==> src/rtl/block_ram_multi_word_load_ctrl_pkg.sv <==
// Shared types and helpers for the multi-word block RAM load/serve controller.
package block_ram_multi_word_load_ctrl_pkg;

  // Controller phases: idle after reset, streaming the load, flushing the
  // last registered write, then serving row reads.
  typedef enum logic [1:0] {
    ST_IDLE  = 2'd0,
    ST_LOAD  = 2'd1,
    ST_DRAIN = 2'd2,
    ST_READY = 2'd3
  } state_t;

  // One bit of the one-hot word decode: is word lane 'lane' selected by
  // the word counter value 'cnt'?
  function automatic logic word_hit(input int unsigned cnt, input int unsigned lane);
    return (cnt == lane);
  endfunction

endpackage

==> src/rtl/block_ram_multi_word_load_ctrl_if.sv <==
// Bus bundle between the weight stream, the two row-read clients, the RAM
// and the controller. The controller connects through the slave modport.
//
// Handshakes: a load beat transfers on a cycle where wr_valid && wr_ready;
// a row read request transfers on a cycle where rdX_req && rdX_ready. A
// requester may hold req/valid as long as it likes; nothing is taken until
// the matching ready is high in the same cycle. rdX_valid is a one-cycle
// pulse marking the RAM read data for one accepted request.
interface block_ram_multi_word_load_ctrl_if
  import block_ram_multi_word_load_ctrl_pkg::*;
#(
  parameter int DATA_WIDTH = 8,
  parameter int DEPTH      = 64,
  parameter int NUM_WORDS  = 288
);
  localparam int AW = $clog2(DEPTH);

  logic                  start;
  logic [DATA_WIDTH-1:0] wr_data_in;
  logic                  wr_valid;
  logic                  wr_ready;
  logic                  loaded;
  logic                  busy;
  logic                  rd0_req;
  logic [AW-1:0]         rd0_addr;
  logic                  rd0_ready;
  logic                  rd0_valid;
  logic                  rd1_req;
  logic [AW-1:0]         rd1_addr;
  logic                  rd1_ready;
  logic                  rd1_valid;
  logic [AW-1:0]         ram_addr_a;
  logic [DATA_WIDTH-1:0] ram_wr_data_a;
  logic [NUM_WORDS-1:0]  ram_wr_en_a;
  logic                  ram_rd_en_a;
  logic [AW-1:0]         ram_addr_b;
  logic                  ram_rd_en_b;
  state_t                state;

  modport master (
    output start, wr_data_in, wr_valid, rd0_req, rd0_addr, rd1_req, rd1_addr,
    input  wr_ready, loaded, busy, rd0_ready, rd0_valid, rd1_ready, rd1_valid,
    input  ram_addr_a, ram_wr_data_a, ram_wr_en_a, ram_rd_en_a,
    input  ram_addr_b, ram_rd_en_b, state
  );

  modport slave (
    input  start, wr_data_in, wr_valid, rd0_req, rd0_addr, rd1_req, rd1_addr,
    output wr_ready, loaded, busy, rd0_ready, rd0_valid, rd1_ready, rd1_valid,
    output ram_addr_a, ram_wr_data_a, ram_wr_en_a, ram_rd_en_a,
    output ram_addr_b, ram_rd_en_b, state
  );

endinterface

==> src/rtl/block_ram_read_port_pipe.sv <==
// Two-stage row read pipeline for one client: accepted request ->
// RAM read enable + address -> valid aligned with RAM read data.
module block_ram_read_port_pipe #(
  parameter int AW = 6
) (
  input  logic          clk,
  input  logic          rst_n,
  input  logic          accept,
  input  logic [AW-1:0] req_addr,
  output logic          rd_en,
  output logic [AW-1:0] rd_addr,
  output logic          valid
);

  // Issue the read one cycle after acceptance, flag its data one cycle later.
  always_ff @(posedge clk or negedge rst_n) begin
    if (!rst_n) begin
      rd_en   <= 1'b0;
      rd_addr <= '0;
      valid   <= 1'b0;
    end else begin
      rd_en <= accept;
      if (accept) rd_addr <= req_addr;
      valid <= rd_en;
    end
  end

endmodule

==> src/rtl/block_ram_multi_word_load_ctrl.sv <==
// Load/serve sequencer for a dual-port block RAM whose rows hold NUM_WORDS
// words: streams the whole RAM in through port A, then serves client 0 on
// port B and client 1 on port A.
module block_ram_multi_word_load_ctrl
  import block_ram_multi_word_load_ctrl_pkg::*;
#(
  parameter int DATA_WIDTH = 8,
  parameter int DEPTH      = 64,
  parameter int NUM_WORDS  = 288
) (
  input logic clk,
  input logic rst_n,
  block_ram_multi_word_load_ctrl_if.slave bus
);

  localparam int AW = $clog2(DEPTH);
  localparam int WW = $clog2(NUM_WORDS);

  state_t                state;
  state_t                next_state;
  logic [WW-1:0]         word_cnt;
  logic [AW-1:0]         row_cnt;
  logic                  loaded_q;
  logic                  accept;
  logic                  last_word;
  logic                  last_beat;
  logic                  start_load;
  logic                  busy;
  logic [NUM_WORDS-1:0]  wr_en_next;
  logic [NUM_WORDS-1:0]  wr_en_q;
  logic [AW-1:0]         load_addr_q;
  logic [DATA_WIDTH-1:0] wr_data_q;
  logic                  rd0_accept;
  logic                  rd1_accept;
  logic                  rd0_en;
  logic                  rd1_en;
  logic [AW-1:0]         rd0_addr_q;
  logic [AW-1:0]         rd1_addr_q;
  logic                  rd0_valid_q;
  logic                  rd1_valid_q;

  assign busy       = (state == ST_LOAD) || (state == ST_DRAIN);
  assign accept     = bus.wr_valid && (state == ST_LOAD);
  assign last_word  = (word_cnt == WW'(NUM_WORDS - 1));
  assign last_beat  = accept && last_word && (row_cnt == AW'(DEPTH - 1));
  assign start_load = bus.start && ((state == ST_IDLE) || (state == ST_READY));
  assign rd0_accept = bus.rd0_req && (state == ST_READY);
  assign rd1_accept = bus.rd1_req && (state == ST_READY);

  // State register.
  always_ff @(posedge clk or negedge rst_n) begin
    if (!rst_n) state <= ST_IDLE;
    else        state <= next_state;
  end

  // Next-state: start only counts in IDLE/READY; DRAIN lasts one cycle.
  always_comb begin
    next_state = state;
    unique case (state)
      ST_IDLE:  if (bus.start) next_state = ST_LOAD;
      ST_LOAD:  if (last_beat) next_state = ST_DRAIN;
      ST_DRAIN: next_state = ST_READY;
      ST_READY: if (bus.start) next_state = ST_LOAD;
      default:  next_state = ST_IDLE;
    endcase
  end

  // Word/row load counters and the loaded flag, all restarted by a (re)load.
  always_ff @(posedge clk or negedge rst_n) begin
    if (!rst_n) begin
      word_cnt <= '0;
      row_cnt  <= '0;
      loaded_q <= 1'b0;
    end else if (start_load) begin
      word_cnt <= '0;
      row_cnt  <= '0;
      loaded_q <= 1'b0;
    end else begin
      if (accept) begin
        if (last_word) begin
          word_cnt <= '0;
          row_cnt  <= (row_cnt == AW'(DEPTH - 1)) ? '0 : row_cnt + AW'(1);
        end else begin
          word_cnt <= word_cnt + WW'(1);
        end
      end
      if (state == ST_DRAIN) loaded_q <= 1'b1;
    end
  end

  // One-hot lane select for the current word counter.
  always_comb begin
    wr_en_next = '0;
    for (int w = 0; w < NUM_WORDS; w++) begin
      wr_en_next[w] = word_hit(32'(word_cnt), w);
    end
  end

  // Registered port A write: enables pulse only for an accepted beat.
  always_ff @(posedge clk or negedge rst_n) begin
    if (!rst_n) begin
      wr_en_q     <= '0;
      load_addr_q <= '0;
      wr_data_q   <= '0;
    end else begin
      wr_en_q <= accept ? wr_en_next : '0;
      if (accept) begin
        load_addr_q <= row_cnt;
        wr_data_q   <= bus.wr_data_in;
      end
    end
  end

  block_ram_read_port_pipe #(.AW(AW)) u_rd0_pipe (
    .clk      (clk),
    .rst_n    (rst_n),
    .accept   (rd0_accept),
    .req_addr (bus.rd0_addr),
    .rd_en    (rd0_en),
    .rd_addr  (rd0_addr_q),
    .valid    (rd0_valid_q)
  );

  block_ram_read_port_pipe #(.AW(AW)) u_rd1_pipe (
    .clk      (clk),
    .rst_n    (rst_n),
    .accept   (rd1_accept),
    .req_addr (bus.rd1_addr),
    .rd_en    (rd1_en),
    .rd_addr  (rd1_addr_q),
    .valid    (rd1_valid_q)
  );

  assign bus.wr_ready      = (state == ST_LOAD);
  assign bus.busy          = busy;
  assign bus.loaded        = loaded_q;
  assign bus.state         = state;
  assign bus.rd0_ready     = rd0_accept;
  assign bus.rd1_ready     = rd1_accept;
  assign bus.rd0_valid     = rd0_valid_q;
  assign bus.rd1_valid     = rd1_valid_q;
  assign bus.ram_addr_b    = rd0_addr_q;
  assign bus.ram_rd_en_b   = rd0_en;
  assign bus.ram_wr_en_a   = wr_en_q;
  assign bus.ram_wr_data_a = wr_data_q;
  assign bus.ram_rd_en_a   = rd1_en;
  // Port A belongs to the loader while busy. The one exception is the first
  // LOAD cycle, where a client 1 read accepted alongside start is issued; no
  // write can be pending then, so the port is free for that read.
  assign bus.ram_addr_a    = (busy && !rd1_en) ? load_addr_q : rd1_addr_q;

endmodule

==> src/flat_wrapper.sv <==
// flat-port wrapper written by rule: the top's interface ports become plain ports
module block_ram_multi_word_load_ctrl_flat import block_ram_multi_word_load_ctrl_pkg::*;
#(
  parameter int DATA_WIDTH = 8,
  parameter int DEPTH      = 64,
  parameter int NUM_WORDS  = 288
)
  (clk, rst_n, bus_start, bus_wr_data_in, bus_wr_valid, bus_rd0_req, bus_rd0_addr, bus_rd1_req, bus_rd1_addr, bus_wr_ready, bus_loaded, bus_busy, bus_rd0_ready, bus_rd0_valid, bus_rd1_ready, bus_rd1_valid, bus_ram_addr_a, bus_ram_wr_data_a, bus_ram_wr_en_a, bus_ram_rd_en_a, bus_ram_addr_b, bus_ram_rd_en_b, bus_state);
  block_ram_multi_word_load_ctrl_if #(.DATA_WIDTH(DATA_WIDTH), .DEPTH(DEPTH), .NUM_WORDS(NUM_WORDS)) bus_i ();
  input logic clk;
  input logic rst_n;
  input wire logic [$bits(bus_i.start)-1:0] bus_start;
  input wire logic [$bits(bus_i.wr_data_in)-1:0] bus_wr_data_in;
  input wire logic [$bits(bus_i.wr_valid)-1:0] bus_wr_valid;
  input wire logic [$bits(bus_i.rd0_req)-1:0] bus_rd0_req;
  input wire logic [$bits(bus_i.rd0_addr)-1:0] bus_rd0_addr;
  input wire logic [$bits(bus_i.rd1_req)-1:0] bus_rd1_req;
  input wire logic [$bits(bus_i.rd1_addr)-1:0] bus_rd1_addr;
  output wire logic [$bits(bus_i.wr_ready)-1:0] bus_wr_ready;
  output wire logic [$bits(bus_i.loaded)-1:0] bus_loaded;
  output wire logic [$bits(bus_i.busy)-1:0] bus_busy;
  output wire logic [$bits(bus_i.rd0_ready)-1:0] bus_rd0_ready;
  output wire logic [$bits(bus_i.rd0_valid)-1:0] bus_rd0_valid;
  output wire logic [$bits(bus_i.rd1_ready)-1:0] bus_rd1_ready;
  output wire logic [$bits(bus_i.rd1_valid)-1:0] bus_rd1_valid;
  output wire logic [$bits(bus_i.ram_addr_a)-1:0] bus_ram_addr_a;
  output wire logic [$bits(bus_i.ram_wr_data_a)-1:0] bus_ram_wr_data_a;
  output wire logic [$bits(bus_i.ram_wr_en_a)-1:0] bus_ram_wr_en_a;
  output wire logic [$bits(bus_i.ram_rd_en_a)-1:0] bus_ram_rd_en_a;
  output wire logic [$bits(bus_i.ram_addr_b)-1:0] bus_ram_addr_b;
  output wire logic [$bits(bus_i.ram_rd_en_b)-1:0] bus_ram_rd_en_b;
  output wire logic [$bits(bus_i.state)-1:0] bus_state;
  assign bus_i.start = bus_start;
  assign bus_i.wr_data_in = bus_wr_data_in;
  assign bus_i.wr_valid = bus_wr_valid;
  assign bus_i.rd0_req = bus_rd0_req;
  assign bus_i.rd0_addr = bus_rd0_addr;
  assign bus_i.rd1_req = bus_rd1_req;
  assign bus_i.rd1_addr = bus_rd1_addr;
  assign bus_wr_ready = bus_i.wr_ready;
  assign bus_loaded = bus_i.loaded;
  assign bus_busy = bus_i.busy;
  assign bus_rd0_ready = bus_i.rd0_ready;
  assign bus_rd0_valid = bus_i.rd0_valid;
  assign bus_rd1_ready = bus_i.rd1_ready;
  assign bus_rd1_valid = bus_i.rd1_valid;
  assign bus_ram_addr_a = bus_i.ram_addr_a;
  assign bus_ram_wr_data_a = bus_i.ram_wr_data_a;
  assign bus_ram_wr_en_a = bus_i.ram_wr_en_a;
  assign bus_ram_rd_en_a = bus_i.ram_rd_en_a;
  assign bus_ram_addr_b = bus_i.ram_addr_b;
  assign bus_ram_rd_en_b = bus_i.ram_rd_en_b;
  assign bus_state = bus_i.state;
  block_ram_multi_word_load_ctrl #(.DATA_WIDTH(DATA_WIDTH), .DEPTH(DEPTH), .NUM_WORDS(NUM_WORDS)) u_core (.clk(clk), .rst_n(rst_n), .bus(bus_i));
endmodule
==> config.mk <==
export PLATFORM = sky130hd
export DESIGN_NAME = block_ram_multi_word_load_ctrl_flat
export DESIGN_NICKNAME = d
export VERILOG_FILES = /design/src/rtl/block_ram_multi_word_load_ctrl_pkg.sv /design/src/rtl/block_ram_multi_word_load_ctrl_if.sv /design/src/rtl/block_ram_read_port_pipe.sv /design/src/rtl/block_ram_multi_word_load_ctrl.sv /design/src/flat_wrapper.sv
export SDC_FILE = /design/constraint.sdc
export NUM_CORES = 1
export LEC_CHECK = 0
export ABC_AREA = 1
export BUFFER_PORTS_ARGS = -buffer_cell sky130_fd_sc_hd__buf_2
export CORE_ASPECT_RATIO = 0.75
export CORE_MARGIN = 5
export CORE_UTILIZATION = 43
export CTS_CLUSTER_DIAMETER = 120
export DETAILED_ROUTE_END_ITERATION = 12
export GPL_ROUTABILITY_DRIVEN = 0
export GPL_TIMING_DRIVEN = 0
export PLACE_DENSITY = 0.8
export SETUP_SLACK_MARGIN = 0.4
export SLEW_MARGIN = 10
export SYNTH_ARGS = -nofsm -noshare
export SYNTH_HDL_FRONTEND = slang
export SYNTH_SLANG_ARGS = --single-unit
==> constraint.sdc <==
create_clock -name clk -period 2.2 [get_ports clk]
set_clock_uncertainty 0.05 [all_clocks]
set_input_delay 0.44 -clock clk [delete_from_list [all_inputs] [get_ports clk]]
set_output_delay 0.44 -clock clk [all_outputs]
set_load 0.1 [all_outputs]
Word-level counts from Yosys, hierarchy flattened
Cells that the tools add are included.
W data, S select, Z words.
Storage, ports and cells
  bits in registers: 336
  bits of input ports: 26
Cells by class
  add/subtract/negate cells: 2
  eq/ne operators: 293
  muxes and demuxes: 14
  reduce and logical (&&, ||, !) cells: 18
Operators with widths (count)
  $eq A9 B8 Y1 const B: 128
  $eq A9 B7 Y1 const B: 64
  $eq A9 B6 Y1 const B: 32
  $eq A9 B9 Y1 const B: 32
  $mux W288: 1
  $eq A9 B5 Y1 const B: 16
  $eq A9 B4 Y1 const B: 8
  $eq A9 B3 Y1 const B: 4
  $mux W6: 5
  $mux W9: 3
  $eq A9 B2 Y1 const B: 2
  $add A9 B1 Y9 const B: 1
  $eq A9 B1 Y1 const B: 1
  $logic_not A9 Y1: 1
  $logic_and A1 B1 Y1: 7
  $add A6 B1 Y6 const B: 1
  $eq A6 B6 Y1 const B: 1
  $pmux W2 S3: 1
  $reduce_bool A2 Y1: 3
  $eq A2 B2 Y1 const B: 2
  $mux W2: 2
  $ne A2 B1 Y1 const B: 2
  $reduce_and A2 Y1: 2
  $eq A2 B1 Y1 const B: 1
  other kinds (5): 7

Logic depth before layout (Yosys ltp)
  depth in word-level cells: 6
  depth in mapped cells: 9
  mapped depth without buffers: 9

Cells and area by module
A second synthesis with hierarchy kept.
Second synthesis, totals
  cells, all modules: 950
  area, all modules: 11008.1 µm²
Modules (own cells, without submodules)
  block_ram_multi_word_load_ctrl: instances 1, cells an instance 896, area an instance 10465.0 µm², sequential area each 8007.7 µm²
  block_ram_read_port_pipe: instances 2, cells an instance 27, area an instance 271.5 µm², sequential area each 200.2 µm²

Worst setup path after synthesis
Ideal clock, no wire load.
  kind: register to register
  start: reg u_core.state[0] (netlist: u_core.bus.state[0])
  end: reg u_core.wr_en_q[135] (netlist: u_core.bus.ram_wr_en_a[135])
  data arrival time: 2.880 ns
  setup slack: -0.802 ns
  stages on the path, launching flop included: 8
  path buffers: 2
  period minus slack after synthesis: 3.002 ns
  cell sequence: dfrtp_1 -> ha_1 -> nand2_2 -> nor2_4 -> buf_6 -> nand2_2 -> buf_2 -> nor2_1
On the way
  longest elaborated chain between the ends: 3
Ends and longest elaborated chain
  start, declared: line block_ram_multi_word_load_ctrl.sv:19  | state_t state;
  start signal, assigned: line block_ram_multi_word_load_ctrl.sv:53  | else state <= next_state;
  $eq A2 B1 Y1
  named net bus_wr_ready: line flat_wrapper.sv:19  | output wire logic [$bits(bus_i.wr_ready)-1:0] bus_wr_ready;
  $logic_and A1 B1 Y1: line block_ram_multi_word_load_ctrl.sv:43  | assign accept = bus.wr_valid && (state == ST_LOAD);
  $mux W288: line block_ram_multi_word_load_ctrl.sv:106  | wr_en_q <= accept ? wr_en_next : '0;
  end signal, assigned: line block_ram_multi_word_load_ctrl.sv:106
  end, declared: line block_ram_multi_word_load_ctrl.sv:30  | logic [NUM_WORDS-1:0] wr_en_q;
The timed path passes the listed nets, and every way through them passes these cells.
A chain may end at the register's enable or synchronous reset.

Final worst setup path
  start: reg u_core.state[0] (netlist: u_core.bus.state[0])
  end: out bus_ram_addr_a[2]
On the way
  longest elaborated chain between the ends: 4
Ends and longest elaborated chain
  $eq A2 B1 Y1 / $eq A2 B2 Y1 (equally long branches): line block_ram_multi_word_load_ctrl.sv:42  | assign busy = (state == ST_LOAD) || (state == ST_DRAIN);
  $logic_or A1 B1 Y1 (*): line block_ram_multi_word_load_ctrl.sv:42
  $logic_and A1 B1 Y1 (*): line block_ram_multi_word_load_ctrl.sv:150  | assign bus.ram_addr_a = (busy && !rd1_en) ? load_addr_q : rd1_addr_q;
  $mux W6 (*): line block_ram_multi_word_load_ctrl.sv:150
  end, declared: line flat_wrapper.sv:26  | output wire logic [$bits(bus_i.ram_addr_a)-1:0] bus_ram_addr_a;
Every way passes the cells marked *; elsewhere a longest branch is shown, timed or not.

==> impl_results.md <==
- Max-slew headroom: approximately half
- Die area: slightly below 0.03 mm²
- Pleak: 8.86 nW
- Clk root buf: clkbuf_16
- Post-Syn Instances: 952
- GR Overflow Total: 0
- Slowest stage delay, CP: 0.49 ns
- Num ports: 345
- Most used DFF post-synth: dfrtp_1
- Synth cell types: 28
- Unrepaired setup endpoints after global routing: true
- Wire length per cell: roughly 21 µm
- Hold Path Depth: 3
- Total GRT Usage: 24.7%
- Arrival time at the worst endpoint: a little over 2 ns
- WP buf/inv: 3
- Post-route ant nets: 0
- Setup WS post-layout: -0.336 ns
- Final count of pins violating max slew: 0
- Syn. warnings: 0
- Slew @ Worst Pin: roughly 0.77 ns
- Syn avg cell area: 11.7 µm²
- Post-route clock period utilization: 115%
- Syn Std Cell Area: 0.0111 mm²
- PwrDens: 1120 mW/mm²
- Async SR Flop Fraction: 100%
- Final Net Count: 1456
- Failing checks: setup timing
- Initial core utilization: 44.0%
- Slowest cell on crit path: dfrtp_4
- Initial antenna violation count: 0
- CP endpoint kind: output port
- Die X: 196 µm
- Clock tree buffer depth: 3
- Core Box Area: 0.0252 mm²
- Setup Viol. Count Final: 124
- CP startpoint kind: register
- Clock sink total: roughly 340
- FP Rows: 50
- Critical Path RT: 1.71 ns
- Area growth syn-to-layout: 48.8%
- Post-synth EDFFs: 0
- First-pass GRT wire length: ~55000 µm
- Clk_lat worst skew: 0.55 ns
- Fin crit period: approximately 2.5 ns
- Hold Path Class: primary input to register
- Fmax: 0.394 GHz
- Status: complete, but fails checks
- WS Path Type: register to output port
- FF+latch count, synth: 336
- Port Buffers: 344
- Max-capacitance violation count: 0
- Num CTS Buffers: 30
- Largest net degree at the start of global routing: between 100 and 150
- Die span in y: 149 µm
- Setup_tns: -5.96 ns
- Hpwl dp: 22800 µm
- CP max FO: 6
- N_diodes: 0
- Critical Path, Cell by Cell: inv_4, ha_4, nor2_4, buf_12, mux2_4, buf_12
- Top delay family on crit path: flip-flops
- Average vias per placed instance: approximately 4.9
- CTS tree: yes
- WP depth: 6
- Most frequent cell on the critical path: buf_12
- H-tree depth: 1
- Fin. Hold Viols: 0
- Total Wirelength: 37200 µm
- Placed insts: 1636
- R2R cell count: 13
- Total number of vias: roughly 8700
- Vias in the first global route: 9034
- CTS clock-pin slew for the worst setup and hold paths: 0.07 ns
- Syn nets: just under 1000
- Final cell count without fillers: 1782
- DRC: 0
- Worst IR drop on VDD: 0.00155 V
- Share of cells above drive strength 1: 42.8%
- Drt first pass iters: 8
- Sequential fraction of the synthesis area: 75.7%
- 1st-iter DRT viols: 593
[cells in the final DEF (no fill, tap or decap), types with 2 or more instances in the layout]
cell / Yosys / layout
a21oi_1: 4 / 4
buf_12: 0 / 23
buf_16: 0 / 14
buf_2: 23 / 340
buf_4: 1 / 30
buf_6: 6 / 39
buf_8: 0 / 17
bufinv_16: 0 / 5
clkbuf_1: 12 / 14
clkbuf_16: 0 / 33
clkbuf_2: 0 / 2
clkbuf_4: 0 / 2
clkbuf_8: 0 / 8
clkinv_2: 0 / 3
clkinvlp_4: 0 / 4
dfrtp_1: 336 / 334
dfrtp_4: 0 / 2
dlygate4sd3_1: 0 / 2
ha_1: 9 / 6
ha_4: 0 / 3
inv_1: 50 / 43
inv_2: 1 / 3
inv_4: 0 / 2
mux2_4: 0 / 6
nand2_1: 124 / 112
nand2_2: 11 / 4
nand2_4: 1 / 3
nand2_8: 0 / 17
nand3_1: 14 / 13
nand4_1: 8 / 8
nor2_1: 317 / 276
nor2_2: 1 / 33
nor2_4: 3 / 12
o21ai_0: 7 / 6
o21ai_2: 5 / 5
o22ai_1: 3 / 3
or2_4: 1 / 2
xor2_1: 4 / 4
[flip-flops by register name, summed over array words and instances, names as in the netlist, 2 cells and up]
name	cells
u_core.load_addr_q	6
u_core.u_rd0_pipe.rd_addr	6
u_core.word_cnt	9
u_core.bus.ram_wr_en_a	288
u_core.row_cnt	6
u_core.bus.ram_wr_data_a	8
u_core.bus.state	2
u_core.u_rd1_pipe.rd_addr	6
[kinds of logic after synthesis]
logic type      after synthesis  synth area share (%)
compound gates               19                  1.06
fa+ha+maj                     9                  1.01
xor+xnor                      4                 0.316
flops                       336                  75.7
mux                           6                 0.609
simple gates                483                  17.3
buf+inv                      95                  3.91
[final timing paths]
kind                                          from                           to  slack (ns)
setup reg to reg               u_core.bus.state[0]   u_core.bus.ram_wr_en_a[29]       -0.07
min in group asynchronous                    rst_n  u_core.bus.ram_wr_en_a[282]        0.50
max in group asynchronous                    rst_n   u_core.bus.ram_wr_en_a[47]        0.56
setup / recovery               u_core.bus.state[0]            bus_ram_addr_a[2]       -0.34
hold reg to reg            u_core.u_rd0_pipe.rd_en      u_core.u_rd0_pipe.valid        0.33
hold / removal                   bus_wr_data_in[3]  u_core.bus.ram_wr_data_a[3]        0.04
[routing by layer]
metal  share of wire, %  track usage (%)
met5                  0                0
met4                2.4             5.76
met3                 11             8.94
met2                 47             39.3
met1                 39             33.0
[layout make-up]
cell class,instances,area (µm²)
Buffer,43,437
Clock buffer,44,895
Clock inverter,11,190
Fill cell,1786,8690
Inverter,52,224
Multi-Input combinational cell,521,2770
Sequential cell,336,8420
Tap cell,338,423
Timing Repair Buffer,437,3170
[what timing repair did]
action	CTS	global route
pin swaps	6	5
gates resized for setup	209	61
cloned	16	3
setup endpoints to repair	484	834
buffers inserted	55	15
hold endpoints to repair	102	0
hold buffers	2	0
[worst min-delay path: cells and delay by family]
kind                   cells  cell delay [ns]
and+or+nand+nor            2             0.08
buffers and inverters      1             0.07
[metrics by stage]
step	instance area (µm²)	util (%)	hold slack [ns]	setup slack (ns)	power [mW]
detailed placement	13400	53.1	0.320	0.0244	10.9
global placement	13300	52.9	0.314	-6.27	10.9
floorplan	11200	-	0.0944	0.0764	10.1
global route	16500	65.5	0.0282	-0.410	19.1
finish	16500	65.5	0.0355	-0.336	18.4
CTS	16100	63.9	0.00472	-0.373	18.1
[Yosys cell counts, types with 3 or more instances]
cell,number,area share (%)
nand2_1,124,4.2
o21ai_0,7,0.32
mux2_2,6,0.61
nor2_1,317,11
a21oi_1,4,0.18
buf_2,23,1.0
ha_1,9,1.0
clkbuf_1,12,0.41
o21ai_2,5,0.39
nand4_1,8,0.45
dfrtp_1,336,76
nand3_1,14,0.63
inv_1,50,1.7
xor2_1,4,0.32
nor2_4,3,0.30
buf_6,6,0.61
o22ai_1,3,0.17
nand2_2,11,0.62
[report_power, final]
group          internal, mW  switching [mW]  total, mW
Clock                  3.40            2.25       5.65
Combinational          2.04            4.08       6.12
Sequential             6.47           0.192       6.66
Total                  11.9            6.52       18.4
Note: power is estimated with default switching activity, not from simulation.
